===== src/rtl/mips_pkg.sv =====
// Shared definitions for the syscall unit: service codes, decimal power table and FSM states.
package mips_pkg;

    localparam logic [31:0] SYS_PRINT_INT  = 32'd1;
    localparam logic [31:0] SYS_PRINT_STR  = 32'd4;
    localparam logic [31:0] SYS_EXIT       = 32'd10;
    localparam logic [31:0] SYS_PRINT_CHAR = 32'd11;
    localparam logic [31:0] SYS_PRINT_HEX  = 32'd34;

    // POW10[i] = 10^i
    localparam logic [31:0] POW10 [0:9] = '{
        32'd1, 32'd10, 32'd100, 32'd1000, 32'd10000, 32'd100000, 32'd1000000,
        32'd10000000, 32'd100000000, 32'd1000000000
    };

    typedef enum logic [2:0] {
        StIdle,
        StDispatch,
        StInt,
        StChar,
        StStrReq,
        StStrWait,
        StStrEmit,
        StHalted
    } sys_state_e;

    typedef enum logic [2:0] {
        FmtIdle,
        FmtSign,
        FmtDigit,
        FmtEmit,
        FmtHexPfx,
        FmtHexNib
    } fmt_state_e;

    function automatic logic [7:0] hex_char(input logic [3:0] nib);
        return (nib < 4'd10) ? (8'h30 + {4'h0, nib}) : (8'h37 + {4'h0, nib});
    endfunction

endpackage


===== src/rtl/syscall_unit_if.sv =====
// Data-memory read port and console byte stream of the syscall unit.
interface syscall_unit_if;

    logic        mem_rd_en;
    logic [31:0] mem_addr;
    logic [31:0] mem_rdata;
    logic        out_valid;
    logic [7:0]  out_data;
    logic        out_ready;

    modport master (
        output mem_rd_en, mem_addr, out_valid, out_data,
        input  mem_rdata, out_ready
    );

    modport slave (
        input  mem_rd_en, mem_addr, out_valid, out_data,
        output mem_rdata, out_ready
    );

endinterface


===== src/rtl/syscall_int_fmt.sv =====
// Serialises a 32-bit value as signed decimal ASCII (or "0x" + 8 hex digits) over valid/ready.
module syscall_int_fmt
    import mips_pkg::*;
(
    input  logic        clk,
    input  logic        reset,
    input  logic        start,
    input  logic        hex,
    input  logic [31:0] value,
    output logic        out_valid,
    output logic [7:0]  out_data,
    input  logic        out_ready,
    output logic        done
);

    fmt_state_e  state_q, state_d;
    logic [31:0] mag_q, mag_d;
    logic [3:0]  idx_q, idx_d;
    logic [3:0]  digit_q, digit_d;
    logic        started_q, started_d;

    always_ff @(posedge clk) begin
        if (reset) begin
            state_q   <= FmtIdle;
            mag_q     <= '0;
            idx_q     <= '0;
            digit_q   <= '0;
            started_q <= 1'b0;
        end else begin
            state_q   <= state_d;
            mag_q     <= mag_d;
            idx_q     <= idx_d;
            digit_q   <= digit_d;
            started_q <= started_d;
        end
    end

    always_comb begin
        state_d   = state_q;
        mag_d     = mag_q;
        idx_d     = idx_q;
        digit_d   = digit_q;
        started_d = started_q;
        out_valid = 1'b0;
        out_data  = 8'h00;
        done      = 1'b0;
        unique case (state_q)
            FmtIdle: begin
                if (start) begin
                    digit_d   = 4'd0;
                    started_d = 1'b0;
                    if (hex) begin
                        mag_d   = value;
                        idx_d   = 4'd7;
                        state_d = FmtHexPfx;
                    end else begin
                        // Two's-complement negate also covers 0x80000000 as unsigned 2^31
                        mag_d   = value[31] ? (~value + 32'd1) : value;
                        idx_d   = 4'd9;
                        state_d = value[31] ? FmtSign : FmtDigit;
                    end
                end
            end
            FmtSign: begin
                out_valid = 1'b1;
                out_data  = 8'h2D;
                if (out_ready) state_d = FmtDigit;
            end
            FmtDigit: begin
                if (mag_q >= POW10[idx_q]) begin
                    mag_d   = mag_q - POW10[idx_q];
                    digit_d = digit_q + 4'd1;
                end else if (digit_q != 4'd0 || started_q || idx_q == 4'd0) begin
                    state_d = FmtEmit;
                end else begin
                    idx_d = idx_q - 4'd1;
                end
            end
            FmtEmit: begin
                out_valid = 1'b1;
                out_data  = 8'h30 + {4'h0, digit_q};
                if (out_ready) begin
                    started_d = 1'b1;
                    digit_d   = 4'd0;
                    if (idx_q == 4'd0) begin
                        done    = 1'b1;
                        state_d = FmtIdle;
                    end else begin
                        idx_d   = idx_q - 4'd1;
                        state_d = FmtDigit;
                    end
                end
            end
            FmtHexPfx: begin
                out_valid = 1'b1;
                out_data  = digit_q[0] ? 8'h78 : 8'h30;
                if (out_ready) begin
                    if (digit_q[0]) state_d = FmtHexNib;
                    else            digit_d = 4'd1;
                end
            end
            FmtHexNib: begin
                out_valid = 1'b1;
                out_data  = hex_char(mag_q[31:28]);
                if (out_ready) begin
                    mag_d = {mag_q[27:0], 4'h0};
                    if (idx_q == 4'd0) begin
                        done    = 1'b1;
                        state_d = FmtIdle;
                    end else begin
                        idx_d = idx_q - 4'd1;
                    end
                end
            end
            default: state_d = FmtIdle;
        endcase
    end

endmodule


===== src/rtl/syscall_unit.sv =====
// SYSCALL service unit: prints int/char/string to a console stream, halts on exit.
// Define SYSCALL_HEX_EN to add service 34 (print "0x" + 8 uppercase hex digits).
module syscall_unit
    import mips_pkg::*;
#(
    parameter int unsigned MAX_STR_LEN = 256
) (
    input  logic               clk,
    input  logic               reset,
    input  logic               syscall,
    input  logic [31:0]        sys_call_reg,
    input  logic [31:0]        std_out_address,
    syscall_unit_if.master     bus,
    output logic               stall,
    output logic               halted,
    output logic               bad_call
);

    localparam int unsigned CntW = $clog2(MAX_STR_LEN + 1);

    sys_state_e      state_q, state_d;
    logic [31:0]     v0_q, v0_d;
    logic [31:0]     a0_q, a0_d;
    logic [31:0]     word_q, word_d;
    logic [CntW-1:0] cnt_q, cnt_d;
    logic [7:0]      str_byte;

    logic       fmt_start, fmt_hex, fmt_valid, fmt_ready, fmt_done;
    logic [7:0] fmt_data;

    syscall_int_fmt u_int_fmt (
        .clk       (clk),
        .reset     (reset),
        .start     (fmt_start),
        .hex       (fmt_hex),
        .value     (a0_q),
        .out_valid (fmt_valid),
        .out_data  (fmt_data),
        .out_ready (fmt_ready),
        .done      (fmt_done)
    );

    always_ff @(posedge clk) begin
        if (reset) begin
            state_q <= StIdle;
            v0_q    <= '0;
            a0_q    <= '0;
            word_q  <= '0;
            cnt_q   <= '0;
        end else begin
            state_q <= state_d;
            v0_q    <= v0_d;
            a0_q    <= a0_d;
            word_q  <= word_d;
            cnt_q   <= cnt_d;
        end
    end

    always_comb begin
        unique case (a0_q[1:0])
            2'd0:    str_byte = word_q[7:0];
            2'd1:    str_byte = word_q[15:8];
            2'd2:    str_byte = word_q[23:16];
            default: str_byte = word_q[31:24];
        endcase
    end

    assign bus.mem_addr = {a0_q[31:2], 2'b00};
    assign stall        = (state_q != StIdle) | syscall;
    assign halted       = (state_q == StHalted);

    always_comb begin
        state_d       = state_q;
        v0_d          = v0_q;
        a0_d          = a0_q;
        word_d        = word_q;
        cnt_d         = cnt_q;
        bus.mem_rd_en = 1'b0;
        bus.out_valid = 1'b0;
        bus.out_data  = 8'h00;
        bad_call      = 1'b0;
        fmt_start     = 1'b0;
        fmt_hex       = 1'b0;
        fmt_ready     = 1'b0;
        unique case (state_q)
            StIdle: begin
                if (syscall) begin
                    v0_d    = sys_call_reg;
                    a0_d    = std_out_address;
                    cnt_d   = '0;
                    state_d = StDispatch;
                end
            end
            StDispatch: begin
                case (v0_q)
                    SYS_PRINT_INT: begin
                        fmt_start = 1'b1;
                        state_d   = StInt;
                    end
                    SYS_PRINT_CHAR: state_d = StChar;
                    SYS_PRINT_STR:  state_d = StStrReq;
                    SYS_EXIT:       state_d = StHalted;
`ifdef SYSCALL_HEX_EN
                    SYS_PRINT_HEX: begin
                        fmt_start = 1'b1;
                        fmt_hex   = 1'b1;
                        state_d   = StInt;
                    end
`endif
                    default: begin
                        bad_call = 1'b1;
                        state_d  = StIdle;
                    end
                endcase
            end
            StInt: begin
                bus.out_valid = fmt_valid;
                bus.out_data  = fmt_data;
                fmt_ready     = bus.out_ready;
                if (fmt_done) state_d = StIdle;
            end
            StChar: begin
                bus.out_valid = 1'b1;
                bus.out_data  = a0_q[7:0];
                if (bus.out_ready) state_d = StIdle;
            end
            StStrReq: begin
                bus.mem_rd_en = 1'b1;
                state_d       = StStrWait;
            end
            StStrWait: begin
                word_d  = bus.mem_rdata;
                state_d = StStrEmit;
            end
            StStrEmit: begin
                if (str_byte == 8'h00) begin
                    state_d = StIdle;
                end else if (cnt_q == CntW'(MAX_STR_LEN)) begin
                    bad_call = 1'b1;
                    state_d  = StIdle;
                end else begin
                    bus.out_valid = 1'b1;
                    bus.out_data  = str_byte;
                    if (bus.out_ready) begin
                        a0_d  = a0_q + 32'd1;
                        cnt_d = cnt_q + CntW'(1);
                        // Latched word exhausted after lane 3
                        if (a0_q[1:0] == 2'd3) state_d = StStrReq;
                    end
                end
            end
            StHalted: state_d = StHalted;
            default:  state_d = StIdle;
        endcase
    end

endmodule


===== src/flat_wrapper.sv =====
// flat-port wrapper written by rule: the top's interface ports become plain ports
module syscall_unit_flat import mips_pkg::*;
#(
    parameter int unsigned MAX_STR_LEN = 256
)
  (clk, reset, syscall, sys_call_reg, std_out_address, stall, halted, bad_call, bus_mem_rd_en, bus_mem_addr, bus_out_valid, bus_out_data, bus_mem_rdata, bus_out_ready);
  syscall_unit_if bus_i ();
  input  logic clk;
  input  logic reset;
  input  logic syscall;
  input  logic [31:0] sys_call_reg;
  input  logic [31:0] std_out_address;
  output logic stall;
  output logic halted;
  output logic bad_call;
  output wire logic [$bits(bus_i.mem_rd_en)-1:0] bus_mem_rd_en;
  output wire logic [$bits(bus_i.mem_addr)-1:0] bus_mem_addr;
  output wire logic [$bits(bus_i.out_valid)-1:0] bus_out_valid;
  output wire logic [$bits(bus_i.out_data)-1:0] bus_out_data;
  input wire logic [$bits(bus_i.mem_rdata)-1:0] bus_mem_rdata;
  input wire logic [$bits(bus_i.out_ready)-1:0] bus_out_ready;
  assign bus_mem_rd_en = bus_i.mem_rd_en;
  assign bus_mem_addr = bus_i.mem_addr;
  assign bus_out_valid = bus_i.out_valid;
  assign bus_out_data = bus_i.out_data;
  assign bus_i.mem_rdata = bus_mem_rdata;
  assign bus_i.out_ready = bus_out_ready;
  syscall_unit #(.MAX_STR_LEN(MAX_STR_LEN)) u_core (.clk(clk), .reset(reset), .syscall(syscall), .sys_call_reg(sys_call_reg), .std_out_address(std_out_address), .bus(bus_i), .stall(stall), .halted(halted), .bad_call(bad_call));
endmodule

===== config.mk =====
export PLATFORM = sky130hd
export DESIGN_NAME = syscall_unit_flat
export DESIGN_NICKNAME = d
export VERILOG_FILES = /design/src/rtl/mips_pkg.sv /design/src/rtl/syscall_unit_if.sv /design/src/rtl/syscall_int_fmt.sv /design/src/rtl/syscall_unit.sv /design/src/flat_wrapper.sv
export SDC_FILE = /design/constraint.sdc
export NUM_CORES = 1
export LEC_CHECK = 0
export BUFFER_PORTS_ARGS = -buffer_cell sky130_fd_sc_hd__buf_2
export CORE_ASPECT_RATIO = 1.4
export CORE_MARGIN = 2
export CORE_UTILIZATION = 25
export CTS_CLUSTER_SIZE = 28
export DETAILED_ROUTE_END_ITERATION = 10
export SYNTH_ARGS = -nofsm -noshare
export SYNTH_HDL_FRONTEND = slang
export SYNTH_SLANG_ARGS = --single-unit

===== constraint.sdc =====
create_clock -name clk -period 3.8 [get_ports clk]
set_input_delay 1.14 -clock clk [delete_from_list [all_inputs] [get_ports clk]]
set_output_delay 1.14 -clock clk [all_outputs]
set_load 0.02 [all_outputs]

==> metrics.txt, run 1 <==
Skew-Pair Late Insertion Delay=0.46 ns; top-level port count=145; library cells used by synthesis=84; sequential area share after synthesis=0.279; highest clock frequency the design can meet=270 MHz; overall track demand over capacity in global routing=0.164; core area=43,100 um^2; First-pass DRT Iterations=5; count of routing violations after the opening detailed-route iteration=913; ranking of synthesized cells by instance count=sky130_fd_sc_hd__nand2_1, sky130_fd_sc_hd__a21oi_1, sky130_fd_sc_hd__dfxtp_1, sky130_fd_sc_hd__nor2_1, sky130_fd_sc_hd__o21ai_0; ratio of cells with drive above 1 in the final layout=0.177; Worst Hold Path Cells=2; Hold WC Path Type=reg -> reg; most used standard cell by instance count after synthesis=sky130_fd_sc_hd__nand2_1; share of the synthesized area in the top cell type=0.279; DP Wirelength=28.8 mm; Total Die Area=45,300 um^2; die outline width=181 um; routed length per instance=17.6 um; number of synthesis warnings=0; global-route wire length before repair=60.0 mm; total buffers and inverters traversed by the critical path=3; required arrival time at the worst endpoint=2.66 ns; count of buffers inserted at the top-level ports=142; Top delay family on crit path=compound AO/OA/AOI/OAI gates; async set or reset register ratio after synthesis=0; Worst Path Max Fanout=8; via count=11,700; DRC violations left=0; pre-CTS worst setup slack=0.139 ns; starting density of the core=0.253; worst supply voltage drop on vdd=0.000436 V; depth of the CTS H-tree=4; number of pins with negative max-slew slack in the final report=0; post-synthesis to final-layout area growth=17.6%; placer's final routability congestion estimate=0.913; arrival time of the worst setup path=2.57 ns; result of the run=completed; category of the worst setup path capture point=output port; startpoint kind of the worst setup timing path=register; slack of the worst reg-to-reg path=0.23 ns; placed instance count=2,126; register bit total from synthesis=152; sum of negative setup slack=0 ns; number of maximum-capacitance constraint violations=0; Relative slew margins=0.273; PnR Total Power=0.00829 W; prevailing post-synth register cell=sky130_fd_sc_hd__dfxtp_1; pin count of the biggest net entering global routing=132; number of enable-type register cells in the synthesized netlist=0; Site Rows=90; TritonCTS buffer count=17; antenna violations before repair=2; critical path cell sequence=inv_4 -> ha_4 -> a222oi_1 -> buf_4 -> nand4_1 -> o311ai_4 -> nand3_2 -> buf_6; average cell area after synthesis=7.12 um^2; filler cell count in the final layout=4,703; clock-pin transition on the worst setup and hold timing paths=0.07 ns; Largest stage delay, worst path=0.39 ns; cell area after synthesis=10,900 um^2; slew at the pin closest to its max-slew limit=1.09 ns; period utilisation layout=0.976; Final Critical Period=3.71 ns; via count of the first global-routing pass=11,200; Stages on worst setup path=8; Power Dens Cells=646 nW/um^2; maximum buffer depth of the clock tree=2; Leakage=4.93 nW; number of setup violations in the final report=0; number of failing hold endpoints at the final stage=0; final core occ=0.298; DIE HEIGHT=251 um; critical path start-end classification=reg -> out; average via count per standard cell=5.38; slowest stage cell on the critical path=sky130_fd_sc_hd__o311ai_4; number of standard cells after synthesis=1,531; GRT Residual Overflow=0; Root Buffer Master=sky130_fd_sc_hd__clkbuf_16; number of nets still failing antenna checks after routing=0; cell accounting for the most synthesized area=sky130_fd_sc_hd__dfxtp_1; worst-case reg-to-reg path depth=15; number of cells in the finished layout apart from fillers=2,167; setup slack after layout=0.0920 ns; final worst clock skew=0.0152 ns; clock net sink count=152; clock tree from TritonCTS=built; number of nets in the finished design=1,749; leading cell types by total area after synthesis=sky130_fd_sc_hd__dfxtp_1, sky130_fd_sc_hd__nand2_1, sky130_fd_sc_hd__a21oi_1; routed wire length=38.2 mm
==> stage by stage <==
step,instance area [um^2],hold WS [ns]
6_report,12800,0.455
4_1_cts,12700,0.458
2_1_floorplan,10900,0.436
3_3_place_gp,12000,0.444
5_1_grt,12800,0.478
3_5_place_dp,12000,0.448
==> registers in the layout, summed over array words and instances, names as in the netlist <==
| register | flops |
|---|---|
| u_core.a0_q | 32 |
| u_core.cnt_q | 9 |
| u_core.state_q | 3 |
| u_core.u_int_fmt.digit_q | 4 |
| u_core.u_int_fmt.idx_q | 4 |
| u_core.u_int_fmt.mag_q | 32 |
| u_core.u_int_fmt.started_q | 1 |
| u_core.u_int_fmt.state_q | 3 |
| u_core.v0_q | 32 |
| u_core.word_q | 32 |
==> worst register-to-register path, cell delays in order (launching register included) <==
cell and delay [ns]:
sky130_fd_sc_hd__dfxtp_1 0.40, sky130_fd_sc_hd__buf_4 0.16, sky130_fd_sc_hd__ha_1 0.21, sky130_fd_sc_hd__nand2_1 0.09, sky130_fd_sc_hd__nand2_1 0.08, sky130_fd_sc_hd__o21ai_0 0.09
sky130_fd_sc_hd__ha_1 0.41, sky130_fd_sc_hd__nand4_1 0.20, sky130_fd_sc_hd__nor4_2 0.37, sky130_fd_sc_hd__nor3_1 0.10, sky130_fd_sc_hd__a2111o_1 0.47, sky130_fd_sc_hd__a31oi_4 0.26
sky130_fd_sc_hd__buf_4 0.21, sky130_fd_sc_hd__nor2_1 0.06, sky130_fd_sc_hd__a311o_1 0.33, sky130_fd_sc_hd__o211ai_1 0.08
==> layout by cell type, fill, tap and decap left out, drive strengths merged, types with 6 or more instances in the layout <==
cell / n
nand2: 278
buf: 204
a21oi: 158
dfxtp: 152
nor2: 126
o21ai: 109
ha: 46
inv: 39
nand3: 37
nor3: 36
a211oi: 34
xor2: 34
xnor2: 24
o31ai: 22
nand4: 21
nor4: 21
a31oi: 20
a22oi: 18
a221oi: 18
clkbuf: 17
and3: 16
and2: 12
a222oi: 11
a21o: 11
o211ai: 8
or4: 8
nor2b: 7
or2: 7
o21a: 7
or3: 6
a2bb2oi: 6
o22ai: 6
a311oi: 6
o41ai: 6
==> report_power, final <==
part	internal [W]	leakage [nW]	total, W	switching, W
registers	0.00175	1.24	0.00197	0.000224
logic	0.00185	3.39	0.00448	0.00263
clock network	0.00105	0.299	0.00184	0.000789
total	0.00465	4.93	0.00829	0.00365
==> cell type report <==
class                           instances  area [um^2]  area share
Multi-Input combinational cell       1194         7120       0.555
Antenna cell                            1         2.50    0.000195
Timing Repair Buffer                  204         1230      0.0956
Tap cell                              552          691      0.0538
Clock inverter                         14          186      0.0145
Clock buffer                           17          425      0.0332
Inverter                               33          126     0.00985
Sequential cell                       152         3050       0.238
==> routing by layer <==
layer  vias up  track usage  wire [um]
met1      5542        0.180      15200
met4         2       0.0839       1560
li1       5662            -          -
met5         -            0         17
met3        88       0.0209       1580
met2       364        0.306      19900
==> worst paths after layout <==
path / start / to
setup / recovery: u_core.a0_q[1] / bus_out_valid
hold / removal: u_core.v0_q[31] / u_core.v0_q[31]
setup reg to reg: u_core.u_int_fmt.idx_q[1] / u_core.u_int_fmt.mag_q[30]
hold reg to reg: u_core.v0_q[31] / u_core.v0_q[31]
==> cells by family (layout without fill, tap and decap cells) <==
family                     count (synthesis)  count (layout)  synth area share
DFF                                      152             152             0.279
adders and majority gates                 47              47            0.0546
AOI/OAI and AO/OA                        491             491             0.293
buffers and inverters                    186             268            0.0796
and+or+nand+nor                          594             594             0.245
xor gates and xnor gates                  58              58            0.0466
other                                      1               3          0.000344
muxes                                      2               2           0.00184
==> repair_timing <==
| item | 4_1_cts | 5_1_grt |
|---|---|---|
| gates cloned | 0 | 0 |
| resized for setup | 5 | 27 |
| pin swaps | 6 | 5 |
| hold buffers | 0 | 0 |
| endpoints found under the setup margin | 3 | 40 |
| setup buffers | 5 | 4 |
Power figures use the tool's default switching activity.
==> run 2: changes to the inputs <==
CORE_UTILIZATION = 59   (was 25)
HOLD_SLACK_MARGIN = 0.1   (was unset)
PLACE_DENSITY = 0.81   (was unset)
RECOVER_POWER = 25   (was unset)
==> run 2 against run 1 <==
  * The flow now finishes with violations (max-capacitance violations, max-slew violations)
  * Cell area shrank 5.2%
  * Cell count shrank 15%
  * Worst hold slack gained 0.0027 ns
  * Register-to-register slack is essentially flat
  * Via count grew 1.8%
  * Critical path depth grew 1
  * First-iteration DRC count grew 33%
  * Clock power shrank 2%
  * Sequential cell count is the same
  * Highest routed layer is now met4
==> metrics.txt, run 2 (synthesized netlist as in run 1, its figures left out) <==
result of the run=finished with violations (was completed); violated checks=max-capacitance violations, max-slew violations; DP Wirelength=25.3 mm (was 28.8 mm); die outline width=119 um (was 181 um); number of setup violations in the final report=0 (unchanged); GRT Residual Overflow=0 (unchanged); arrival time of the worst setup path=2.57 ns (about the same); final worst clock skew=0.0136 ns (was 0.0152 ns); required arrival time at the worst endpoint=2.66 ns (about the same); DRC violations left=0 (unchanged); category of the worst setup path capture point=output port (unchanged); Final Critical Period=3.71 ns (about the same); clock tree from TritonCTS=built (unchanged); clock net sink count=152 (unchanged); routed length per instance=19.2 um (was 17.6 um); average via count per standard cell=6.48 (was 5.38); top-level port count=145 (unchanged); number of pins with negative max-slew slack in the final report=33 (was 0); placer's final routability congestion estimate=1.02 (was 0.913); DP Area=11,500 um^2 (was 12,000 um^2); number of failing hold endpoints at the final stage=0 (unchanged); Skew-Pair Late Insertion Delay=0.44 ns (was 0.46 ns); critical path start-end classification=reg -> out (unchanged); period utilisation layout=0.977 (was 0.976); worst supply voltage drop on vdd=0.000439 V (was 0.000436 V); post-layout instance area=12,200 um^2 (was 12,800 um^2); number of nets in the finished design=1,725 (was 1,749); Root Buffer Master=sky130_fd_sc_hd__clkbuf_16 (unchanged); smallest hold slack=0.458 ns (was 0.455 ns); maximum buffer depth of the clock tree=2 (unchanged); number of nets still failing antenna checks after routing=0 (unchanged); DIE HEIGHT=165 um (was 251 um); Site Rows=58 (was 90); pin count of the biggest net entering global routing=78 (was 132); TritonCTS buffer count=17 (unchanged); count of routing violations after the opening detailed-route iteration=1,218 (was 913); via count=11,900 (was 11,700); starting density of the core=0.604 (was 0.253); First-pass DRT Iterations=7 (was 5); CTS Hold Buffers Added=0 (unchanged); clock-pin transition on the worst setup and hold timing paths=0.07 ns (about the same); Relative slew margins=-0.231 (was 0.273); Hold WC Path Type=reg -> reg (unchanged); setup slack after layout=0.0869 ns (was 0.0920 ns); slew at the pin closest to its max-slew limit=1.84 ns (was 1.09 ns); post-synthesis to final-layout area growth=11.5% (was 17.6%); highest clock frequency the design can meet=269 MHz (was 270 MHz); Leakage=4.79 nW (was 4.93 nW); via count of the first global-routing pass=11,300 (was 11,200); number of maximum-capacitance constraint violations=1 (was 0); depth of the CTS H-tree=4 (unchanged); routed wire length=35.2 mm (was 38.2 mm); top library cells by usage in the layout, fill and taps aside=sky130_fd_sc_hd__nand2_1, sky130_fd_sc_hd__a21oi_1, sky130_fd_sc_hd__dfxtp_1, sky130_fd_sc_hd__buf_2, sky130_fd_sc_hd__nor2_1 (unchanged); antenna violations before repair=1 (was 2); Worst Path Max Fanout=14 (was 8); core area=18,100 um^2 (was 43,100 um^2); final core occ=0.673 (was 0.298); Power Dens Cells=660 nW/um^2 (was 646 nW/um^2); ratio of cells with drive above 1 in the final layout=0.160 (was 0.177); count of buffers inserted at the top-level ports=142 (unchanged); most common library cell in the layout ignoring fill and taps=sky130_fd_sc_hd__nand2_1 (unchanged); startpoint kind of the worst setup timing path=register (unchanged); Total Die Area=19,600 um^2 (was 45,300 um^2); global-route wire length before repair=56.2 mm (was 60.0 mm); pre-CTS worst setup slack=0.144 ns (was 0.139 ns); sum of negative setup slack=0 ns (unchanged); overall track demand over capacity in global routing=0.352 (was 0.164)
-- run 2: changes by cell type in the layout (fill, tap and decap cells not counted), sizes merged --
cell	change
inv	+2
buf	-25
clkinv	-1
bufinv	-1
clkbuf	+2
-- run 2: per-layer routing --
metal  vias to the layer above  track usage  share of wire
met5                         -            0              0
met4                         0        0.198          0.059
met3                       149       0.0687          0.076
met2                       607        0.611           0.49
met1                      5529        0.406           0.38
li1                       5587            -              -
-- run 2: final timing paths --
check,from,to,slack (ns),cells after the start
setup / recovery,u_core.u_int_fmt.state_q[2],bus_out_data[0],0.09,9
hold / removal,u_core.v0_q[8],u_core.v0_q[8],0.46,2
setup reg to reg,u_core.u_int_fmt.idx_q[3],u_core.u_int_fmt.state_q[0],0.23,13
hold reg to reg,u_core.v0_q[8],u_core.v0_q[8],0.46,2
-- run 2: worst max-delay path, cell delays in order (launching register included) --
cell	delay (ns)
sky130_fd_sc_hd__dfxtp_1	0.33
sky130_fd_sc_hd__buf_4	0.20
sky130_fd_sc_hd__inv_1	0.16
sky130_fd_sc_hd__nor2_2	0.27
sky130_fd_sc_hd__o21ai_1	0.19
sky130_fd_sc_hd__or2_2	0.33
sky130_fd_sc_hd__a211oi_1	0.23
sky130_fd_sc_hd__a21oi_1	0.07
sky130_fd_sc_hd__o21ai_0	0.13
sky130_fd_sc_hd__buf_2	0.23
-- run 2: stage by stage --
stage	instances	total power (W)
finish	1832	0.00803
global route	1832	0.00846
CTS	1829	0.00788
detailed placement	1797	0.00608
global placement	1797	0.00600
floorplan	1532	0.00506
-- run 2: report_power, final --
group / internal, W / switching (W) / leakage [nW]
sequential: 0.00175 / 0.000242 / 1.24
combinational: 0.00171 / 0.00253 / 3.25
clock: 0.00100 / 0.000799 / 0.297
total: 0.00446 / 0.00357 / 4.79
-- run 2: area by class of cell --
class                           instances  area (um^2)
Tap cell                              240          300
Antenna cell                            1         2.50
Inverter                               33          124
Clock buffer                           18          429
Multi-Input combinational cell       1194         7060
Timing Repair Buffer                  180         1030
Sequential cell                       152         3050
Fill cell                            1542         5900
Clock inverter                         14          181
-- run 2: what timing repair did --
item / in CTS / in global routing
endpoints found under the setup margin: 3 / 21
pin swaps: 1 / 8
buffers inserted: 0 / 2
gates resized for setup: 1 / 17
==> run 3: changes to the inputs <==
ABC_AREA = 1   (was unset)
CORE_UTILIZATION = 60   (was 59)
PLACE_DENSITY = 0.82   (was 0.81)
==> run 3 against run 2 <==
  * The run still ends with max-capacitance violations, max-slew violations left
  * Register-to-register slack improved by 0.13 ns
  * First-iteration DRC count decreased by 15%
  * Fmax increased by 1.2%
  * Clock power decreased by 8%
  * Combinational power increased by 21%
  * Critical path type unchanged
  * Critical endpoint is now bus_out_data[1]
  * Highest routed layer unchanged
==> metrics.txt, run 3 <==
Root Buffer Master=sky130_fd_sc_hd__clkbuf_16 (unchanged); number of nets in the finished design=2,372 (was 1,725); number of standard cells after synthesis=2,161 (was 1,531); DIE HEIGHT=174 um (was 165 um); die outline width=125 um (was 119 um); cell area after synthesis=12,400 um^2 (was 10,900 um^2); depth of the CTS H-tree=4 (unchanged); starting density of the core=0.606 (was 0.604); number of maximum-capacitance constraint violations=1 (unchanged); count of routing violations after the opening detailed-route iteration=1,037 (was 1,218); Final Critical Period=3.67 ns (was 3.71 ns); cell accounting for the most synthesized area=sky130_fd_sc_hd__dfxtp_1 (unchanged); global-route wire length before repair=64.3 mm (was 56.2 mm); number of pins with negative max-slew slack in the final report=49 (was 33); overall track demand over capacity in global routing=0.364 (was 0.352); DRC violations left=0 (unchanged); slew at the pin closest to its max-slew limit=1.67 ns (was 1.84 ns); met1 track demand over resource=0.415 (was 0.406); prevailing post-synth register cell=sky130_fd_sc_hd__dfxtp_1 (unchanged); library cells used by synthesis=50 (was 84); placer's final routability congestion estimate=1.03 (was 1.02); highest clock frequency the design can meet=273 MHz (was 269 MHz); slowest stage cell on the critical path=sky130_fd_sc_hd__dfxtp_1 (unchanged); most used standard cell by instance count after synthesis=sky130_fd_sc_hd__nand2_1 (unchanged); Site Rows=62 (was 58); post-layout instance area=13,400 um^2 (was 12,200 um^2); critical path start-end classification=reg -> out (unchanged); clock tree from TritonCTS=built (unchanged); placed instance count=2,462 (was 1,797); Power Dens Cells=661 nW/um^2 (was 660 nW/um^2); clock-pin transition on the worst setup and hold timing paths=0.06 ns (was 0.07 ns); async set or reset register ratio after synthesis=0 (unchanged); RSZ-0062 raised after global routing=false; arrival time of the worst setup path=2.53 ns (was 2.57 ns); top library cells by usage in the layout, fill and taps aside=sky130_fd_sc_hd__nand2_1, sky130_fd_sc_hd__nor2_1, sky130_fd_sc_hd__inv_1, sky130_fd_sc_hd__a21oi_1, sky130_fd_sc_hd__dfxtp_1 (was sky130_fd_sc_hd__nand2_1, sky130_fd_sc_hd__a21oi_1, sky130_fd_sc_hd__dfxtp_1, sky130_fd_sc_hd__buf_2, sky130_fd_sc_hd__nor2_1); sequential area share after synthesis=0.246 (was 0.279); result of the run=finished with violations (unchanged); category of the worst setup path capture point=output port (unchanged); CTS Hold Buffers Added=0 (unchanged); pin count of the biggest net entering global routing=53 (was 78); leading cell types by total area after synthesis=sky130_fd_sc_hd__dfxtp_1, sky130_fd_sc_hd__nand2_1, sky130_fd_sc_hd__nor2_1 (was sky130_fd_sc_hd__dfxtp_1, sky130_fd_sc_hd__nand2_1, sky130_fd_sc_hd__a21oi_1); routed length per instance=16.0 um (was 19.2 um); critical path cell sequence=inv_1 -> ha_2 -> nand2_1 -> nand2_1 -> o21ai_0 -> nand2_1 -> nor2_2 -> nand2_2 -> nand2_4 -> o221ai_1 -> buf_2 (was buf_4 -> inv_1 -> nor2_2 -> o21ai_1 -> or2_2 -> a211oi_1 -> a21oi_1 -> o21ai_0 -> buf_2); TritonCTS buffer count=17 (unchanged); worst supply voltage drop on vdd=0.000391 V (was 0.000439 V); routed wire length=39.9 mm (was 35.2 mm); register bit total from synthesis=152 (unchanged); startpoint kind of the worst setup timing path=register (unchanged); GRT Residual Overflow=0 (unchanged); DP Wirelength=31.4 mm (was 25.3 mm); CP dominant cell by count=sky130_fd_sc_hd__nand2_1; number of cells in the finished layout apart from fillers=2,494 (was 1,832); violated checks=max-capacitance violations, max-slew violations (unchanged); via count of the first global-routing pass=13,000 (was 11,300); top-level port count=145 (unchanged); Total Die Area=21,800 um^2 (was 19,600 um^2); setup slack after layout=0.131 ns (was 0.0869 ns); required arrival time at the worst endpoint=2.66 ns (about the same); core area=20,400 um^2 (was 18,100 um^2); antenna violations before repair=0 (was 1); number of setup violations in the final report=0 (unchanged); Leakage=6.67 nW (was 4.79 nW); GRT met2 Usage=0.644 (was 0.611); sum of negative setup slack=0 ns (unchanged); final worst clock skew=0.00932 ns (was 0.0136 ns); Largest stage delay, worst path=0.44 ns (was 0.33 ns); number of nets still failing antenna checks after routing=0 (unchanged); maximum buffer depth of the clock tree=2 (unchanged); number of antenna cells inserted=0 (was 1); average cell area after synthesis=5.72 um^2 (was 7.12 um^2); period utilisation layout=0.966 (was 0.977); Top delay family on crit path=simple AND/OR/NAND/NOR gates (was compound AO/OA/AOI/OAI gates); post-synthesis to final-layout area growth=8.68% (was 11.5%); pre-CTS worst setup slack=0.446 ns (was 0.144 ns); Hold WC Path Type=reg -> reg (unchanged); ratio of cells with drive above 1 in the final layout=0.101 (was 0.160); total buffers and inverters traversed by the critical path=2 (was 3); Post-CTS Setup Repair Bufs=0 (unchanged); number of enable-type register cells in the synthesized netlist=0 (unchanged); number of failing hold endpoints at the final stage=0 (unchanged); share of the synthesized area in the top cell type=0.246 (was 0.279); number of synthesis warnings=0 (unchanged); met3 demand-to-capacity share in global routing=0.0509 (was 0.0687); count of buffers inserted at the top-level ports=142 (unchanged); average via count per standard cell=5.55 (was 6.48); DP Area=12,900 um^2 (was 11,500 um^2); ranking of synthesized cells by instance count=sky130_fd_sc_hd__nand2_1, sky130_fd_sc_hd__nor2_1, sky130_fd_sc_hd__inv_1, sky130_fd_sc_hd__a21oi_1, sky130_fd_sc_hd__dfxtp_1 (was sky130_fd_sc_hd__nand2_1, sky130_fd_sc_hd__a21oi_1, sky130_fd_sc_hd__dfxtp_1, sky130_fd_sc_hd__nor2_1, sky130_fd_sc_hd__o21ai_0); First-pass DRT Iterations=6 (was 7); Skew-Pair Late Insertion Delay=0.44 ns (about the same); via count=13,800 (was 11,900); Relative slew margins=-0.111 (was -0.231); routing layer with the top usage in global route=met2 (unchanged); clock net sink count=152 (unchanged); most common library cell in the layout ignoring fill and taps=sky130_fd_sc_hd__nand2_1 (unchanged); Worst Path Max Fanout=9 (was 14)
[run 3: path summary, 6_finish.rpt]
path	start	to	slack (ns)	depth (start not counted)
worst max-delay path	u_core.a0_q[0]	bus_out_data[1]	0.13	11
worst min-delay path	u_core.v0_q[15]	u_core.v0_q[15]	0.45	2
worst max register to register	u_core.u_int_fmt.idx_q[2]	u_core.u_int_fmt.mag_q[7]	0.36	18
worst min register to register	u_core.v0_q[15]	u_core.v0_q[15]	0.45	2
[run 3: logic make-up after synthesis]
kind of cell / Yosys count / synth area share
AO/OA/AOI/OAI: 322 / 0.139
XOR/XNOR: 27 / 0.0191
adder cells (fa/ha/maj): 47 / 0.0482
buffers and inverters: 353 / 0.126
flip-flops: 152 / 0.246
multiplexers: 2 / 0.00162
other: 1 / 0.000303
AND/OR/NAND/NOR: 1257 / 0.420
[run 3: layout make-up]
class                      instances  area (um^2)
tap                              256          320
clock inverter                    15          141
fill                            2048         6960
multi-input combinational       1657         7790
clock buffer                      17          425
inverter                         238          893
sequential                       152         3040
timing repair buffer             159          826
[run 3: routing by layer]
metal	up-vias	wire length, um	share of wire
li1	6979	-	-
met4	0	2460	0.062
met3	137	2040	0.051
met1	6212	15900	0.40
met5	-	0	0
met2	503	19500	0.49
[run 3: power breakdown]
| group | leakage (nW) | total [W] | switching (W) | internal (W) |
|---|---|---|---|---|
| registers | 1.24 | 0.00212 | 0.000303 | 0.00182 |
| logic | 5.15 | 0.00511 | 0.00351 | 0.00161 |
| clock network | 0.277 | 0.00165 | 0.000739 | 0.000913 |
[run 3: worst min-delay path, stage by stage (launching register included)]
cell and delay, ns:
sky130_fd_sc_hd__dfxtp_1 0.30, sky130_fd_sc_hd__inv_1 0.06, sky130_fd_sc_hd__a21oi_1 0.05
[run 3: per-stage QoR]
stage	total power [W]	util	hold WS, ns
floorplan	0.00592	-	0.429
global placement	0.00707	0.631	0.439
detailed placement	0.00715	0.631	0.444
CTS	0.00881	0.659	0.453
global route	0.00965	0.659	0.469
finish	0.00888	0.659	0.452
[run 3: what timing repair did]
action | CTS | global route
endpoints found under the hold margin | 0 | 0
endpoints found under the setup margin | 0 | 7
gates resized for setup | 0 | 5
